===== src/rtl/ahb_bus_arbiter_pkg.sv =====
// Shared AHB arbiter definitions: transfer/burst encodings, arbiter states and
// the burst-length helper used by the beat counter.
`ifndef AHB_MW
`define AHB_MW(n) (((n) > 1) ? $clog2(n) : 1)
`endif

package ahb_bus_arbiter_pkg;

    localparam int CNT_W = 5;

    typedef enum logic [1:0] {
        HTRANS_IDLE   = 2'd0,
        HTRANS_BUSY   = 2'd1,
        HTRANS_NONSEQ = 2'd2,
        HTRANS_SEQ    = 2'd3
    } htrans_t;

    typedef enum logic [2:0] {
        HBURST_SINGLE = 3'd0,
        HBURST_INCR   = 3'd1,
        HBURST_WRAP4  = 3'd2,
        HBURST_INCR4  = 3'd3,
        HBURST_WRAP8  = 3'd4,
        HBURST_INCR8  = 3'd5,
        HBURST_WRAP16 = 3'd6,
        HBURST_INCR16 = 3'd7
    } hburst_t;

    typedef enum logic [1:0] {
        ST_PARK,
        ST_BURST,
        ST_OPEN,
        ST_LOCKED
    } arb_state_t;

    // Zero means unbounded (INCR).
    function automatic logic [CNT_W-1:0] beats_per_burst(input hburst_t burst);
        case (burst)
            HBURST_SINGLE:                return 5'd1;
            HBURST_WRAP4,  HBURST_INCR4:  return 5'd4;
            HBURST_WRAP8,  HBURST_INCR8:  return 5'd8;
            HBURST_WRAP16, HBURST_INCR16: return 5'd16;
            default:                      return 5'd0;
        endcase
    endfunction

endpackage


===== src/rtl/ahb_rr_picker.sv =====
// Combinational round-robin select: first requester strictly after ptr,
// wrapping, with ptr itself considered last.
module ahb_rr_picker #(
    parameter int N  = 4,
    parameter int MW = 2
) (
    input  logic [N-1:0]  req,
    input  logic [MW-1:0] ptr,
    output logic [MW-1:0] idx,
    output logic          valid
);

    logic [MW-1:0] cand;

    always_comb begin
        valid = 1'b0;
        idx   = '0;
        cand  = '0;
        // Scan farthest offset first so the nearest requester is written last.
        for (int off = N; off >= 1; off--) begin
            cand = MW'((int'(ptr) + off) % N);
            if (req[cand]) begin
                valid = 1'b1;
                idx   = cand;
            end
        end
    end

endmodule


===== src/rtl/ahb_bus_arbiter.sv =====
// Round-robin AHB arbiter: tracks burst/lock progress from the muxed bus and
// hands the grant over only at re-arbitration points, parking when idle.
module ahb_bus_arbiter
    import ahb_bus_arbiter_pkg::*;
#(
    parameter int NUM_MASTERS    = 4,
    parameter int DEFAULT_MASTER = 0,
    parameter int MW             = `AHB_MW(NUM_MASTERS)
) (
    input  logic                   hclk,
    input  logic                   hreset,
    input  logic [NUM_MASTERS-1:0] hbusreq,
    input  logic [NUM_MASTERS-1:0] hlock,
    input  logic [1:0]             htrans,
    input  logic [2:0]             hburst,
    input  logic                   hready,
    output logic [NUM_MASTERS-1:0] hgrant,
    output logic [MW-1:0]          hmaster,
    output logic                   hmastlock
);

    localparam logic [MW-1:0]          DEF_IDX   = MW'(DEFAULT_MASTER);
    localparam logic [NUM_MASTERS-1:0] DEF_GRANT = NUM_MASTERS'(1) << DEFAULT_MASTER;

    arb_state_t             state_q, state_d;
    logic [CNT_W-1:0]       cnt_q, cnt_d;
    logic [MW-1:0]          grant_idx_q, grant_idx_d;
    logic [MW-1:0]          ptr_q, ptr_d;
    logic [MW-1:0]          hmaster_q, hmaster_d;
    logic [NUM_MASTERS-1:0] hgrant_q, hgrant_d;
    logic                   hmastlock_q, hmastlock_d;

    htrans_t          trans;
    logic [CNT_W-1:0] burst_len;
    logic             nonseq_acc, seq_acc, owner_req, owner_lock;
    logic             last_fixed, open_beat, rap;
    logic [MW-1:0]    pick_idx;
    logic             pick_valid;

    assign trans     = htrans_t'(htrans);
    assign burst_len = beats_per_burst(hburst_t'(hburst));

    ahb_rr_picker #(
        .N  (NUM_MASTERS),
        .MW (MW)
    ) u_picker (
        .req   (hbusreq),
        .ptr   (ptr_q),
        .idx   (pick_idx),
        .valid (pick_valid)
    );

    // NOTE: every signal assigned in this block gets a default first; a path
    // that leaves one unassigned would infer a latch.
    always_comb begin
        nonseq_acc = hready && (trans == HTRANS_NONSEQ);
        seq_acc    = hready && (trans == HTRANS_SEQ);
        owner_req  = hbusreq[grant_idx_q];
        owner_lock = hlock[grant_idx_q];

        // The counter holds the beats still owed after the accepted NONSEQ, so a
        // fixed burst's final SEQ is the one that takes it from 1 to 0.
        last_fixed = seq_acc && (cnt_q == 5'd1);
        open_beat  = (nonseq_acc && (burst_len <= 5'd1)) || (seq_acc && (cnt_q == '0));
        rap        = hready && !owner_lock &&
                     ((trans == HTRANS_IDLE) || last_fixed || (open_beat && !owner_req));

        cnt_d = cnt_q;
        if (nonseq_acc) begin
            cnt_d = (burst_len == '0) ? '0 : burst_len - 5'd1;
        end else if (seq_acc && (cnt_q != '0)) begin
            cnt_d = cnt_q - 5'd1;
        end

        state_d = state_q;
        if (rap) begin
            state_d = pick_valid ? ST_OPEN : ST_PARK;
        end else if (hready) begin
            if (owner_lock) begin
                state_d = ST_LOCKED;
            end else if (nonseq_acc && (state_q != ST_LOCKED)) begin
                state_d = (burst_len > 5'd1) ? ST_BURST : ST_OPEN;
            end
        end

        grant_idx_d = grant_idx_q;
        ptr_d       = ptr_q;
        if (rap) begin
            grant_idx_d = pick_valid ? pick_idx : DEF_IDX;
            ptr_d       = pick_valid ? pick_idx : ptr_q;
        end
        hgrant_d = NUM_MASTERS'(1) << grant_idx_d;

        hmaster_d   = hready ? grant_idx_q : hmaster_q;
        hmastlock_d = hready ? owner_lock  : hmastlock_q;
    end

    // NOTE: sequential state uses non-blocking assignments so every flop samples
    // the pre-edge values computed above, regardless of statement order.
    always_ff @(posedge hclk or posedge hreset) begin
        if (hreset) begin
            state_q     <= ST_PARK;
            cnt_q       <= '0;
            grant_idx_q <= DEF_IDX;
            ptr_q       <= DEF_IDX;
            hgrant_q    <= DEF_GRANT;
            hmaster_q   <= DEF_IDX;
            hmastlock_q <= 1'b0;
        end else begin
            state_q     <= state_d;
            cnt_q       <= cnt_d;
            grant_idx_q <= grant_idx_d;
            ptr_q       <= ptr_d;
            hgrant_q    <= hgrant_d;
            hmaster_q   <= hmaster_d;
            hmastlock_q <= hmastlock_d;
        end
    end

    assign hgrant    = hgrant_q;
    assign hmaster   = hmaster_q;
    assign hmastlock = hmastlock_q;

endmodule

===== config.mk =====
export PLATFORM = sky130hd
export DESIGN_NAME = ahb_bus_arbiter
export DESIGN_NICKNAME = d
export VERILOG_FILES = /design/src/rtl/ahb_bus_arbiter_pkg.sv /design/src/rtl/ahb_rr_picker.sv /design/src/rtl/ahb_bus_arbiter.sv
export SDC_FILE = /design/constraint.sdc
export NUM_CORES = 1
export LEC_CHECK = 0
export CAP_MARGIN = 20
export CORE_MARGIN = 2
export CORE_UTILIZATION = 45
export DETAILED_ROUTE_END_ITERATION = 10
export PLACE_DENSITY_LB_ADDON = 0.08
export REMOVE_ABC_BUFFERS = 1
export SLEW_MARGIN = 20
export SYNTH_ARGS = -nofsm -noshare
export SYNTH_HDL_FRONTEND = slang
export SYNTH_SLANG_ARGS = --single-unit

===== constraint.sdc =====
create_clock -name hclk -period 2.73 [get_ports hclk]
set_clock_uncertainty 0.15 [all_clocks]
set_input_delay 0.6825 -clock hclk [delete_from_list [all_inputs] [get_ports hclk]]
set_output_delay 0.6825 -clock hclk [all_outputs]
set_load 0.02 [all_outputs]

Word-level counts from Yosys, hierarchy flattened
Index checks and enable logic that the tools add are counted.
- reductions and logical operators: 24
- add/subtract/negate cells: 6
- shifts and indexed selects: 1
- equal/unequal tests: 9
- $lt $le $gt $ge: 6
- mux-type cells: 26
- operators with widths (cell ; number):
    $pmux 5 s4 ; 1
    $lt 2x3->1 const B ; 5
    $mux 5 ; 3
    $bmux 1 s2 ; 6
    $eq 3x3->1 const B ; 4
    $mux 2 ; 6
    $logic_not 5->1 ; 2
    $mux 1 ; 10
    $sub 5x1->5 const B ; 2
    $logic_and 1x1->1 ; 9
    $eq 3x2->1 const B ; 2
    $reduce_or 2->1 ; 3
    $eq 5x1->1 const B ; 1
    $le 5x1->1 const B ; 1
    $reduce_bool 5->1 ; 1
    $add 2x1->2 const B ; 2
    $add 2x2->2 const B ; 2
    $eq 2x2->1 const B ; 2
    $shl 1x2->4 const A ; 1
    $logic_not 3->1 ; 1
    $logic_or 1x1->1 ; 3
    $logic_not 1->1 ; 2
    $logic_not 2->1 ; 1
    $reduce_and 2->1 ; 1
    $reduce_bool 2->1 ; 1
- input bits: 16
- word-level logic and storage cells: 78
- output and inout port bits: 7
- flip-flop bits (word level): 16

Longest topological paths before layout
- depth after elaboration: 11
- mapped depth: 7
- depth with buffers taken out: 7

By module
From an unflattened synthesis, not the netlist that was laid out.
- cell total of the unflattened synthesis: 109
- area, all modules: 1104.8 sq um
- by module, submodules not included (module ; cells each ; area each (sq um) ; times used):
    ahb_bus_arbiter ; 95 ; 1013.5 ; 1
    ahb_rr_picker ; 14 ; 91.3 ; 1

Least setup slack after synthesis
Ideal clock, no wire load.
- path kind: input to register
- start point: input hready
- end point: register ptr_q[0]
- slack: 0.580 ns
- library setup time: 0.128 ns
- arrival time: 1.872 ns
- cell stages on the path: 6
- path through: buf_2 > and2_1 > a32oi_1 > o221ai_2 > nand4_1 > mux2_1
- word-level cells in the longest chain between the ends: 7
- elaborated cells on any way between the ends: 12
- those cells by class: reduce/logical (12)
- RTL lines (what ; line ; source):
    start, declared ; ahb_bus_arbiter.sv:16 ; input logic hready,
    $logic_and 1x1->1, on equally long branches ; ahb_bus_arbiter.sv:56, ahb_bus_arbiter.sv:57 ;
    $logic_and 1x1->1 ; ahb_bus_arbiter.sv:64 ; open_beat = (nonseq_acc && (burst_len <= 5'd1)) || (seq_acc && (cnt_q == '0));
    $logic_or 1x1->1 ; ahb_bus_arbiter.sv:64 ;
    $logic_and 1x1->1 ; ahb_bus_arbiter.sv:66 ; ((trans == HTRANS_IDLE) || last_fixed || (open_beat && !owner_req));
    $logic_or 1x1->1 ; ahb_bus_arbiter.sv:66 ;
    $logic_and 1x1->1 (*) ; ahb_bus_arbiter.sv:65 ; rap = hready && !owner_lock &&
    $reduce_and 2->1 (no source line) (*) ; n/a ;
    end signal, assigned ; ahb_bus_arbiter.sv:113 ; ptr_q <= ptr_d;
    end, declared ; ahb_bus_arbiter.sv:28 ; logic [MW-1:0] ptr_q, ptr_d;
Mark *: on every way between the ends. The rest lies on a longest branch, timed or not.
A chain may end at the register's enable or synchronous reset.

Final worst setup path
- start point: input htrans[0]
- end point: register ptr_q[0]
- word-level cells in the longest chain between the ends: 8
- elaborated cells on any way between the ends: 14
- those cells by class: eq/ne (2); reduce/logical (12)
- RTL lines (what ; line ; source):
    start, declared ; ahb_bus_arbiter.sv:14 ; input logic [1:0] htrans,
    $eq 2x2->1, on equally long branches ; ahb_bus_arbiter.sv:56, ahb_bus_arbiter.sv:57 ;
    $logic_and 1x1->1, on equally long branches ; ahb_bus_arbiter.sv:56, ahb_bus_arbiter.sv:57 ;
    $logic_and 1x1->1 ; ahb_bus_arbiter.sv:64 ;
    $logic_or 1x1->1 ; ahb_bus_arbiter.sv:64 ;
    $logic_and 1x1->1 ; ahb_bus_arbiter.sv:66 ;
    $logic_or 1x1->1 (*) ; ahb_bus_arbiter.sv:66 ;
    $logic_and 1x1->1 (*) ; ahb_bus_arbiter.sv:65 ;
    $reduce_and 2->1 (no source line) (*) ; n/a ;
Marked as above.

==> metrics.cfg <==
[routing]
drt-pass1-iter-count = 4
drt_first_iter_violations = 6
postRouteWirelength_um = 1960
post_drt_wl_per_cell_um = 13.1
ant_nets = 0
count_of_unresolved_drc_violations_after_routing = 0
dr_total_vias = 797
avgViaCountPerCell = 5.35

[power_and_ir_drop]
netSwitchingPower_uw = 425
power_switching_share_pct = 36.0
sequentialPowerShare_pct = 38.6
comb_power_share_pct = 48.5
internal-power_uw = 756
leakage_uw = 0.000584
pwr_density_cell_mw_per_mm2 = 892
peakVddDrop_mv = 0.626
p_clk_share_pct = 12.9

[logic_synthesis]
synth_cells = 89
seq_area_frac_synth_pct = 40.9
synth_top_flop_cell = sky130_fd_sc_hd__dfrtp_1
synthArstFlopShare_pct = 100
synth_top_area_cell = sky130_fd_sc_hd__dfrtp_1
synth_commonest_cells = 15 x sky130_fd_sc_hd__dfrtp_1, 7 x sky130_fd_sc_hd__mux2_2, 6 x sky130_fd_sc_hd__inv_1, 6 x sky130_fd_sc_hd__nand2_1
synthTopCellsByArea = sky130_fd_sc_hd__dfrtp_1 38%, sky130_fd_sc_hd__mux2_2 8.0%, sky130_fd_sc_hd__mux2i_1 3.1%
synth_enable_flop_cells = 0
cell_with_the_most_instances_after_synthesis = sky130_fd_sc_hd__dfrtp_1
warnings_synthesis = 0
synth_area_per_cell_um2 = 11.0
mappedNetlistArea_um2 = 981
synth.top_cell.area_share_pct = 38.3
yosys_register_bits = 16
synthDistinctLibCells = 40

[floorplan]
fp.dieArea_mm2 = 0.00257
floorplan.rows = 16
die_x_um = 50.7
initial_utilization_pct = 49.0
core_region_area_mm2 = 0.00200
top_level_ports = 23
die_h_um = 50.7

[timing]
fin_tns_setup_ns = 0
tightest_slew_ns = 0.606
finalCriticalPeriod_ns = 2.39
period_share_pct = 87.7
finalSetupViolations = 0
slew_headroom_pct = 59.6
final_hold_viol_count = 0
finalMaxSlewViolations = 0
rsz0062_at_grt = no
fin_hold_ws_ns = 0.364
fmax_mhz = 418

[clock_network]
htree_num_levels = 1
cts_hold_buf = 0
tritoncts = yes
post-cts-setup-buffer-count = 0
cts_buf_count = 3
cts.root.buffer_cell = sky130_fd_sc_hd__clkbuf_4
clock_insertion_delay_worst_skew_ns = 0.28
cts-root-to-sink-buffers = 2
cts.sinks = 16
clk_transition_reported_paths_ns = 0.09
count_of_cells_resized_by_post_cts_repair = 0

[outcome]
status = complete, no violations

[setup_path]
start_kind = input pin
reg2reg_slack_ns = 0.54
critPathKind = in -> reg
critical_path_arrival_ns = 2.42
setup.worst_path.end_class = flip-flop
cp.required_ns = 2.75
path_max_fanout = 6

[placed_design]
place_inst = 145
placement.io_buffers = 21
finalWeightedCongestion = 0.837
place_hpwl_um = 1530

[cells_and_area]
syn2layout_area_growth_pct = 34.9
diode_insertion_count_for_antenna_repair = 0
nets = 141
layout-drive-gt1-share_pct = 26.2
layoutNonFillerInstCount = 149
final_util_pct = 66.1

[min_path]
min_path_type = reg -> reg

[global_routing]
grt_pass1_vias = 803
wire_length_of_the_first_global_routing_pass_um = 3420
grt_antenna_before_repair = 0
grt_max_degree = 17
grt_util_all_layers_pct = 17.8
leftover_overflow_at_the_end_of_global_routing = 0

[run]
max_cap_violations = 0

-- power groups by stage --
| stage | registers [uW] | clock network [uW] | logic [uW] |
|---|---|---|---|
| floorplan | 497 | 0 | 313 |
| global placement | 453 | 0 | 565 |
| detailed placement | 459 | 0 | 577 |
| CTS | 454 | 162 | 579 |
| global route | 476 | 175 | 628 |
| finish | 456 | 153 | 573 |
-- per-stage QoR --
stage / area [um^2] / setup WS, ns / total power (uW)
3_3_place_gp: 1290 / 0.0323 / 1020
3_5_place_dp: 1290 / 0.0201 / 1040
6_report: 1320 / 0.335 / 1180
5_1_grt: 1320 / 0.207 / 1280
4_1_cts: 1320 / 0.330 / 1190
2_1_floorplan: 961 / 0.648 / 809
-- worst max-delay path, cell delays in order --
cell	delay, ns
sky130_fd_sc_hd__clkdlybuf4s50_1	0.56
sky130_fd_sc_hd__nor4b_2	0.28
sky130_fd_sc_hd__a32oi_1	0.16
sky130_fd_sc_hd__o221ai_2	0.24
sky130_fd_sc_hd__nand4_1	0.17
sky130_fd_sc_hd__mux2_1	0.33
-- path summary, 6_finish.rpt --
kind	cells after the start	start	endpoint
worst max-delay path	6	htrans[0]	ptr_q[0]
worst min-delay path	1	hmastlock	hmastlock
worst max register to register	6	cnt_q[0]	cnt_q[3]
worst min register to register	1	hmastlock	hmastlock
max in group asynchronous	2	hreset	grant_idx_q[1]
min in group asynchronous	2	hreset	cnt_q[4]
-- kinds of logic after synthesis --
logic type                 count (synthesis)  synth area share, %
buffers and inverters                      9                 4.34
DFF                                       16                 40.9
and+or+nand+nor                           26                 16.5
muxes                                     15                 20.3
adders and majority gates                  2                 2.55
xor gates and xnor gates                   1                0.893
AOI/OAI and AO/OA                         20                 14.5
-- placed cells by master, fill, tap and decap left out, types with 3 or more instances in the layout --
| cell | synthesis | final |
|---|---|---|
| sky130_fd_sc_hd__buf_4 | 0 | 11 |
| sky130_fd_sc_hd__mux2i_1 | 3 | 3 |
| sky130_fd_sc_hd__clkdlybuf4s50_1 | 0 | 21 |
| sky130_fd_sc_hd__o21ai_0 | 5 | 5 |
| sky130_fd_sc_hd__clkbuf_4 | 0 | 3 |
| sky130_fd_sc_hd__dfrtp_1 | 15 | 15 |
| sky130_fd_sc_hd__nor2_1 | 5 | 5 |
| sky130_fd_sc_hd__nand2_1 | 6 | 6 |
| sky130_fd_sc_hd__mux2_2 | 7 | 7 |
| sky130_fd_sc_hd__inv_1 | 6 | 6 |
| sky130_fd_sc_hd__nand2b_1 | 3 | 3 |
-- sequential cells by signal (all words and copies together), names as in the netlist --
| name | count |
|---|---|
| cnt_q | 5 |
| hgrant | 4 |
| hmaster | 2 |
| ptr_q | 2 |
| hmastlock | 1 |
| grant_idx_q | 2 |
-- cell type report --
cell class | instances | area (um^2)
inverters | 6 | 22.5
multi-input cells | 64 | 537
flip-flops and latches | 16 | 402
fillers | 170 | 678
well taps | 27 | 33.8
clock buffers | 4 | 36.3
repair buffers | 32 | 293
-- metal layers --
layer	vias to the layer above	wire length, um	track usage (%)
met5	-	0	0
met4	0	15	8.11
met3	2	91	3.27
met2	17	860	28.3
met1	385	990	23.6
li1	393	-	-
Note: power is estimated with default switching activity, not from simulation.
